==> src/rtl/pc_mon_pkg.sv <==
// Shared definitions for the PC run monitor.
//   mon_state_t : run-control state encoding (IDLE=0, RUN=1, DONE=2)
//   clog2_min1  : ceil(log2(n)), never less than 1, for index/port widths
package pc_mon_pkg;

    typedef enum logic [1:0] {
        MON_IDLE = 2'd0,
        MON_RUN  = 2'd1,
        MON_DONE = 2'd2
    } mon_state_t;

    function automatic int unsigned clog2_min1(input int unsigned n);
        int unsigned r;
        r = 0;
        for (int unsigned i = 0; i < 32; i++) begin
            if ((64'd1 << i) < 64'(n)) begin
                r = i + 1;
            end
        end
        return (r == 0) ? 1 : r;
    endfunction

endpackage

==> src/rtl/pc_run_monitor_if.sv <==
// Bus bundle for pc_run_monitor.
//   master : drives start, retiring pc/pc_valid, halt configuration,
//            cycle budget and history read index; observes status.
//   slave  : the monitor itself (status, counters, registered hist_pc).
interface pc_run_monitor_if #(
    parameter int PC_WIDTH   = 32,
    parameter int CNT_WIDTH  = 16,
    parameter int NUM_HALT   = 2,
    parameter int HIST_DEPTH = 8
);
    import pc_mon_pkg::*;

    localparam int IDX_W   = clog2_min1(HIST_DEPTH);
    localparam int WHICH_W = clog2_min1(NUM_HALT);

    logic                         start;
    logic [PC_WIDTH-1:0]          pc;
    logic                         pc_valid;
    logic [NUM_HALT*PC_WIDTH-1:0] halt_pc;
    logic [NUM_HALT-1:0]          halt_en;
    logic [CNT_WIDTH-1:0]         max_cycles;
    logic [IDX_W-1:0]             hist_idx;
    logic [PC_WIDTH-1:0]          hist_pc;
    logic [1:0]                   state;
    logic                         done;
    logic                         halt_hit;
    logic [WHICH_W-1:0]           halt_which;
    logic                         timeout;
    logic                         stuck;
    logic [CNT_WIDTH-1:0]         cycle_cnt;
    logic [CNT_WIDTH-1:0]         retire_cnt;

    modport master (
        output start, pc, pc_valid, halt_pc, halt_en, max_cycles, hist_idx,
        input  hist_pc, state, done, halt_hit, halt_which, timeout, stuck,
               cycle_cnt, retire_cnt
    );

    modport slave (
        input  start, pc, pc_valid, halt_pc, halt_en, max_cycles, hist_idx,
        output hist_pc, state, done, halt_hit, halt_which, timeout, stuck,
               cycle_cnt, retire_cnt
    );

endinterface

==> src/rtl/pc_hist_buf.sv <==
// Circular buffer of the most recently retired PCs.
//   clk, rst : clock, synchronous active-high reset
//   clr      : synchronous clear (same effect as rst)
//   wr_en    : write wr_data at the write pointer and advance it
//   rd_idx   : 0 = most recent entry
//   rd_data  : registered read of entry[(wptr-1-rd_idx) mod HIST_DEPTH]
module pc_hist_buf
    import pc_mon_pkg::*;
#(
    parameter int PC_WIDTH   = 32,
    parameter int HIST_DEPTH = 8,
    localparam int AW        = clog2_min1(HIST_DEPTH)
) (
    input  logic                clk,
    input  logic                rst,
    input  logic                clr,
    input  logic                wr_en,
    input  logic [PC_WIDTH-1:0] wr_data,
    input  logic [AW-1:0]       rd_idx,
    output logic [PC_WIDTH-1:0] rd_data
);

    logic [PC_WIDTH-1:0] mem [HIST_DEPTH];
    logic [AW-1:0]       wptr;
    logic [AW-1:0]       rd_ptr;

    // Power-of-two depth: modulo wrap falls out of the pointer width.
    assign rd_ptr = wptr - AW'(1) - rd_idx;

    always_ff @(posedge clk) begin
        if (rst || clr) begin
            for (int unsigned i = 0; i < HIST_DEPTH; i++) begin
                mem[i] <= '0;
            end
            wptr    <= '0;
            rd_data <= '0;
        end else begin
            rd_data <= mem[rd_ptr];
            if (wr_en) begin
                mem[wptr] <= wr_data;
                wptr      <= wptr + AW'(1);
            end
        end
    end

endmodule

==> src/rtl/pc_run_monitor.sv <==
// Run-control and trace monitor for the single-cycle CPU.
//   clk, rst : clock, synchronous active-high reset
//   bus      : slave side of pc_run_monitor_if (start, retiring pc,
//              halt comparators, cycle budget, history read, status)
// Stops the run on a halt-PC match, cycle-budget expiry or a stuck PC
// (priority in that order) and keeps a PC history via pc_hist_buf.
module pc_run_monitor
    import pc_mon_pkg::*;
#(
    parameter int PC_WIDTH    = 32,
    parameter int CNT_WIDTH   = 16,
    parameter int NUM_HALT    = 2,
    parameter int HIST_DEPTH  = 8,
    parameter int STUCK_LIMIT = 4
) (
    input logic               clk,
    input logic               rst,
    pc_run_monitor_if.slave   bus
);

    localparam int WHICH_W = clog2_min1(NUM_HALT);
    localparam int RL_W    = clog2_min1(STUCK_LIMIT + 1);
    localparam logic [RL_W-1:0] RL_MAX = RL_W'(STUCK_LIMIT);

    mon_state_t           state_q, state_nxt;
    logic [CNT_WIDTH-1:0] cyc_q, cyc_nxt, cyc_inc;
    logic [CNT_WIDTH-1:0] ret_q, ret_nxt, ret_inc;
    logic [RL_W-1:0]      rl_q, rl_nxt, rl_upd;
    logic [PC_WIDTH-1:0]  prev_pc_q, prev_pc_nxt;
    logic                 prev_vld_q, prev_vld_nxt;
    logic                 hit_q, hit_nxt;
    logic [WHICH_W-1:0]   which_q, which_nxt;
    logic                 to_q, to_nxt;
    logic                 stk_q, stk_nxt;
    logic                 hist_clr, hist_wr;

    logic                 halt_fire;
    logic [WHICH_W-1:0]   halt_idx;
    logic                 timeout_fire;
    logic                 stuck_fire;

    // Lowest enabled matching comparator wins.
    always_comb begin
        halt_fire = 1'b0;
        halt_idx  = '0;
        for (int unsigned i = 0; i < NUM_HALT; i++) begin
            if (!halt_fire && bus.pc_valid && bus.halt_en[i] &&
                bus.pc == bus.halt_pc[i*PC_WIDTH +: PC_WIDTH]) begin
                halt_fire = 1'b1;
                halt_idx  = WHICH_W'(i);
            end
        end
    end

    assign cyc_inc = (cyc_q == '1) ? cyc_q : cyc_q + CNT_WIDTH'(1);
    assign ret_inc = (ret_q == '1) ? ret_q : ret_q + CNT_WIDTH'(1);
    // The first retire after a clear has no predecessor and starts a new run.
    assign rl_upd  = (prev_vld_q && bus.pc == prev_pc_q) ?
                     ((rl_q >= RL_MAX) ? RL_MAX : rl_q + RL_W'(1)) : RL_W'(1);

    assign timeout_fire = (bus.max_cycles != '0) && (cyc_inc == bus.max_cycles);
    assign stuck_fire   = bus.pc_valid && (rl_upd == RL_MAX);

    always_comb begin
        state_nxt    = state_q;
        cyc_nxt      = cyc_q;
        ret_nxt      = ret_q;
        rl_nxt       = rl_q;
        prev_pc_nxt  = prev_pc_q;
        prev_vld_nxt = prev_vld_q;
        hit_nxt      = hit_q;
        which_nxt    = which_q;
        to_nxt       = to_q;
        stk_nxt      = stk_q;
        hist_clr     = 1'b0;
        hist_wr      = 1'b0;
        if (bus.start) begin
            // Start from IDLE, RUN or DONE shares one clear-and-run path.
            state_nxt    = MON_RUN;
            cyc_nxt      = '0;
            ret_nxt      = '0;
            rl_nxt       = '0;
            prev_pc_nxt  = '0;
            prev_vld_nxt = 1'b0;
            hit_nxt      = 1'b0;
            which_nxt    = '0;
            to_nxt       = 1'b0;
            stk_nxt      = 1'b0;
            hist_clr     = 1'b1;
        end else if (state_q == MON_RUN) begin
            cyc_nxt = cyc_inc;
            if (bus.pc_valid) begin
                ret_nxt      = ret_inc;
                rl_nxt       = rl_upd;
                prev_pc_nxt  = bus.pc;
                prev_vld_nxt = 1'b1;
                hist_wr      = 1'b1;
            end
            if (halt_fire) begin
                state_nxt = MON_DONE;
                hit_nxt   = 1'b1;
                which_nxt = halt_idx;
            end else if (timeout_fire) begin
                state_nxt = MON_DONE;
                to_nxt    = 1'b1;
            end else if (stuck_fire) begin
                state_nxt = MON_DONE;
                stk_nxt   = 1'b1;
            end
        end
    end

    always_ff @(posedge clk) begin
        if (rst) begin
            state_q    <= MON_IDLE;
            cyc_q      <= '0;
            ret_q      <= '0;
            rl_q       <= '0;
            prev_pc_q  <= '0;
            prev_vld_q <= 1'b0;
            hit_q      <= 1'b0;
            which_q    <= '0;
            to_q       <= 1'b0;
            stk_q      <= 1'b0;
        end else begin
            state_q    <= state_nxt;
            cyc_q      <= cyc_nxt;
            ret_q      <= ret_nxt;
            rl_q       <= rl_nxt;
            prev_pc_q  <= prev_pc_nxt;
            prev_vld_q <= prev_vld_nxt;
            hit_q      <= hit_nxt;
            which_q    <= which_nxt;
            to_q       <= to_nxt;
            stk_q      <= stk_nxt;
        end
    end

    pc_hist_buf #(
        .PC_WIDTH   (PC_WIDTH),
        .HIST_DEPTH (HIST_DEPTH)
    ) u_hist (
        .clk     (clk),
        .rst     (rst),
        .clr     (hist_clr),
        .wr_en   (hist_wr),
        .wr_data (bus.pc),
        .rd_idx  (bus.hist_idx),
        .rd_data (bus.hist_pc)
    );

    assign bus.state      = state_q;
    assign bus.done       = (state_q == MON_DONE);
    assign bus.halt_hit   = hit_q;
    assign bus.halt_which = which_q;
    assign bus.timeout    = to_q;
    assign bus.stuck      = stk_q;
    assign bus.cycle_cnt  = cyc_q;
    assign bus.retire_cnt = ret_q;

endmodule

==> src/flat_wrapper.sv <==
// flat-port wrapper written by rule: the top's interface ports become plain ports
module pc_run_monitor_flat import pc_mon_pkg::*;
#(
    parameter int PC_WIDTH    = 32,
    parameter int CNT_WIDTH   = 16,
    parameter int NUM_HALT    = 2,
    parameter int HIST_DEPTH  = 8,
    parameter int STUCK_LIMIT = 4
)
  (clk, rst, bus_start, bus_pc, bus_pc_valid, bus_halt_pc, bus_halt_en, bus_max_cycles, bus_hist_idx, bus_hist_pc, bus_state, bus_done, bus_halt_hit, bus_halt_which, bus_timeout, bus_stuck, bus_cycle_cnt, bus_retire_cnt);
  pc_run_monitor_if #(.PC_WIDTH(PC_WIDTH), .CNT_WIDTH(CNT_WIDTH), .NUM_HALT(NUM_HALT), .HIST_DEPTH(HIST_DEPTH)) bus_i ();
  input logic clk;
  input logic rst;
  input wire logic [$bits(bus_i.start)-1:0] bus_start;
  input wire logic [$bits(bus_i.pc)-1:0] bus_pc;
  input wire logic [$bits(bus_i.pc_valid)-1:0] bus_pc_valid;
  input wire logic [$bits(bus_i.halt_pc)-1:0] bus_halt_pc;
  input wire logic [$bits(bus_i.halt_en)-1:0] bus_halt_en;
  input wire logic [$bits(bus_i.max_cycles)-1:0] bus_max_cycles;
  input wire logic [$bits(bus_i.hist_idx)-1:0] bus_hist_idx;
  output wire logic [$bits(bus_i.hist_pc)-1:0] bus_hist_pc;
  output wire logic [$bits(bus_i.state)-1:0] bus_state;
  output wire logic [$bits(bus_i.done)-1:0] bus_done;
  output wire logic [$bits(bus_i.halt_hit)-1:0] bus_halt_hit;
  output wire logic [$bits(bus_i.halt_which)-1:0] bus_halt_which;
  output wire logic [$bits(bus_i.timeout)-1:0] bus_timeout;
  output wire logic [$bits(bus_i.stuck)-1:0] bus_stuck;
  output wire logic [$bits(bus_i.cycle_cnt)-1:0] bus_cycle_cnt;
  output wire logic [$bits(bus_i.retire_cnt)-1:0] bus_retire_cnt;
  assign bus_i.start = bus_start;
  assign bus_i.pc = bus_pc;
  assign bus_i.pc_valid = bus_pc_valid;
  assign bus_i.halt_pc = bus_halt_pc;
  assign bus_i.halt_en = bus_halt_en;
  assign bus_i.max_cycles = bus_max_cycles;
  assign bus_i.hist_idx = bus_hist_idx;
  assign bus_hist_pc = bus_i.hist_pc;
  assign bus_state = bus_i.state;
  assign bus_done = bus_i.done;
  assign bus_halt_hit = bus_i.halt_hit;
  assign bus_halt_which = bus_i.halt_which;
  assign bus_timeout = bus_i.timeout;
  assign bus_stuck = bus_i.stuck;
  assign bus_cycle_cnt = bus_i.cycle_cnt;
  assign bus_retire_cnt = bus_i.retire_cnt;
  pc_run_monitor #(.PC_WIDTH(PC_WIDTH), .CNT_WIDTH(CNT_WIDTH), .NUM_HALT(NUM_HALT), .HIST_DEPTH(HIST_DEPTH), .STUCK_LIMIT(STUCK_LIMIT)) u_core (.clk(clk), .rst(rst), .bus(bus_i));
endmodule
==> config.mk <==
export PLATFORM = sky130hd
export DESIGN_NAME = pc_run_monitor_flat
export DESIGN_NICKNAME = d
export VERILOG_FILES = /design/src/rtl/pc_mon_pkg.sv /design/src/rtl/pc_run_monitor_if.sv /design/src/rtl/pc_hist_buf.sv /design/src/rtl/pc_run_monitor.sv /design/src/flat_wrapper.sv
export SDC_FILE = /design/constraint.sdc
export NUM_CORES = 1
export LEC_CHECK = 0
export BUFFER_PORTS_ARGS = -buffer_cell sky130_fd_sc_hd__buf_2
export CORE_ASPECT_RATIO = 1.5
export CORE_MARGIN = 2
export CORE_UTILIZATION = 49
export DETAILED_ROUTE_END_ITERATION = 16
export GPL_ROUTABILITY_DRIVEN = 0
export PLACE_DENSITY = 0.78
export SYNTH_ARGS = -nofsm -noshare
export SYNTH_HDL_FRONTEND = slang
export SYNTH_SLANG_ARGS = --single-unit
==> constraint.sdc <==
create_clock -name clk -period 6.9 [get_ports clk]
set_clock_uncertainty 0.15 [all_clocks]
set_input_delay 1.38 -clock clk [delete_from_list [all_inputs] [get_ports clk]]
set_output_delay 1.38 -clock clk [all_outputs]
set_load 0.05 [all_outputs]
==> impl_results.md <==
- Sequential cell area fraction in the yosys report: 57.2%
- Power Density: 240 mW/mm^2
- Unrepaired setup endpoints after global routing: false
- Total Routing Usage GR: 24.9%
- Final Max Tran Viols: 0
- Vias: 11863
- Detailed-route DRC error count: 0
- Post-Route WL: 45800 um
- Relative slew slack: 24.7%
- Die ar.: 0.0368 mm^2
- Pin count of the biggest net entering global routing: 90
- Starting DRT DRC Count: 1312
- Xor and xnor area share after synthesis: 6.75%
- H-tree depth: 2
- Overflow after GRT: 0
- Mux share of post-synthesis cell area: 10.4%
- CTS Buf Count: 34
- Worst Tran Pin Value: 1120 ps
- Io pins: 192
- Hold Crit Class: reg -> reg
- CP arrival: 4630 ps
- Max rail drop VDD: 195 uV
- Initial antenna violation count: 3
- Most used routing layer: met2
- First-pass GRT wire length: 67900 um
- Syn_nets: 1542
- CTS hold repair buffers: 0
- Most numerous cell in the Yosys netlist: and2_1
- Fill count: 2852
- Number of post-CTS setup repair buffers: 0
- Detailed Place HPWL: 30600 um
- Synth Area in Compound Gates: 3.51%
- Max clock buf depth: 3
- Commonest register cell after synthesis: edfxtp_1
- Post-synth EDFFs: 256
- Final setup vio count: 0
- Non-Filler Instances: 2048
- Via-to-Cell Ratio: 5.79
- Port bufs: 191
- Req. time, crit path: 6950 ps
- Pleak: 7.80 nW
- CTS clk-pin slew, worst paths: 60 ps
- Initial Utilization: 49.5%
- Worst r2r path cells: 8
- Mapped Cells: 1414
- Top post-synthesis cells by area: edfxtp_1 (45%), dfxtp_1 (13%), and2_1 (9.4%)
- Worst hold stages: 2
- Syn avg cell area: 12.2 um^2
- Core ar.: 0.0349 mm^2
- Post-synthesis adder-cell area fraction: 0.551%
- Worst Path Class, Setup: reg -> reg
- M1 GR Usage: 30.4%
- Distinct cells, synth: 62
- Post-synth top cells: and2_1 (260), edfxtp_1 (256), dfxtp_1 (109), xor2_1 (109), nand2_1 (94)
- Root Driver: clkbuf_16
- Max FO, Critical Path: 42
- Status: completed
- Met3 usage in global routing: 3.05%
- Yosys reg bits: 365
- Clk_lat worst skew: 530 ps
- GRT met2 Usage: 43.8%
- Cell Area, Synth: 0.0173 mm^2
- Hold_ws: 303 ps
- Placed insts: 1986
- Largest family of logic cells by synthesized area: simple AND/OR/NAND/NOR gates
- Synth Area in Simple Gates: 18.8%
- Die span in x: 157 um
- Clock net sink count: 365
- Endpoints failing hold: 0
- Antenna-violating nets left: 0
- Rows: 84
- Synth-to-Final Area Change: 14.3%
- Max-cap violations: 0
- Cts repair resizes: 0
- TritonCTS clock tree: yes
- Syn. warnings: 0
- Max Clock Freq: 218 MHz
- CP startpoint kind: flop
- Die H: 234 um
- Share of the synthesized area in the top cell type: 44.5%
- Area leader, netlist: edfxtp_1
- Final Critical Period: 4580 ps
- Number of global-route vias before repair: 11687
- Synth async-reset ratio: 0%
- Post-DR wirelength/cell: 22.4 um
- First drt pass iteration count: 5
- Setup tns final: 0 ps
- Share of layout cells above drive strength 1: 22.2%
- Crit path capture type: flop
- NumNets Final: 1677
- Fin crit share: 66.4%
[area by class of cell]
class	count	area (um^2)	share of cell area, %
Sequential cell	365	9870	50.0
Multi-Input combinational cell	927	7060	35.8
Timing Repair Buffer	210	1100	5.57
Clock buffer	47	950	4.81
Tap cell	473	592	3.00
Clock inverter	13	116	0.590
Inverter	11	41.3	0.209
Antenna cell	2	5.00	0.0254
[metrics by stage]
stage                     power [mW]  cell area [um^2]  setup slack, ps  utilization (%)
after global placement          2.94             18700             2220             53.5
after global routing            4.85             19700             2120             56.5
after detailed placement        2.95             18700             2120             53.5
after floorplan                 2.77             17300             1650                -
after CTS                       4.75             19700             2340             56.5
final                           4.73             19700             2320             56.5
[cells by family after synthesis]
logic type | Yosys count
AOI/OAI and AO/OA | 99
and+or+nand+nor | 588
xor gates and xnor gates | 133
adders and majority gates | 7
DFF | 365
buffers and inverters | 122
muxes | 100
[sequential cells by signal (all words and copies together) (netlist names), 2 cells and up]
register	cells
u_core.u_hist.mem	256
u_core.bus.retire_cnt	16
u_core.rl_q	3
u_core.u_hist.wptr	3
u_core.bus.cycle_cnt	16
u_core.bus.state	2
u_core.u_hist.rd_data	32
u_core.prev_pc_q	32
[critical path, stage by stage, from the launching register on]
cell and delay (ps):
dfxtp_1 430, nor2b_1 800, and2_1 230, buf_4 430, nand3_1 540, nor3_2 260
buf_4 360, nand2b_1 650, buf_4 420
[routing by layer]
| layer | part of all wire (%) | routed length, um |
|---|---|---|
| met5 | 0.039 | 18 |
| met4 | 4.5 | 2080 |
| met3 | 7.5 | 3440 |
| met2 | 51 | 23500 |
| met1 | 37 | 16700 |
[path summary, 6_finish.rpt]
check	from	to	slack, ps
worst max-delay path	u_core.bus.state[0]	u_core.u_hist.mem[1][25]	2320
worst min-delay path	u_core.bus.timeout	u_core.bus.timeout	300
worst max register to register	u_core.bus.state[0]	u_core.u_hist.mem[1][25]	2320
worst min register to register	u_core.bus.timeout	u_core.bus.timeout	300
[where the power goes]
| part | total, mW | switching, mW | leakage, nW | internal (mW) |
|---|---|---|---|---|
| sequential | 2.44 | 0.0277 | 3.74 | 2.42 |
| combinational | 0.465 | 0.299 | 3.54 | 0.166 |
| clock | 1.82 | 0.810 | 0.521 | 1.01 |
| total | 4.73 | 1.14 | 7.80 | 3.59 |
[layout by cell type (no fill, tap or decap), drive strengths merged, types with 2 or more instances in the layout]
master / instances
nor2b: 5
a221oi: 2
clkbuf: 47
buf: 210
edfxtp: 256
nand2: 94
o22ai: 3
inv: 12
or4: 2
clkinv: 10
a21oi: 50
mux2i: 36
nor3: 15
a41oi: 2
nor4: 38
dfxtp: 109
o31a: 2
nand4: 23
nand3: 16
and2: 261
ha: 6
or3: 10
xnor2: 24
diode: 2
o21ai: 18
and4: 9
nor2: 93
nand2b: 12
nor4b: 3
o32ai: 2
xor2: 109
and3: 3
o211ai: 5
mux4: 64
No activity file was read; power rests on OpenSTA's default activity.
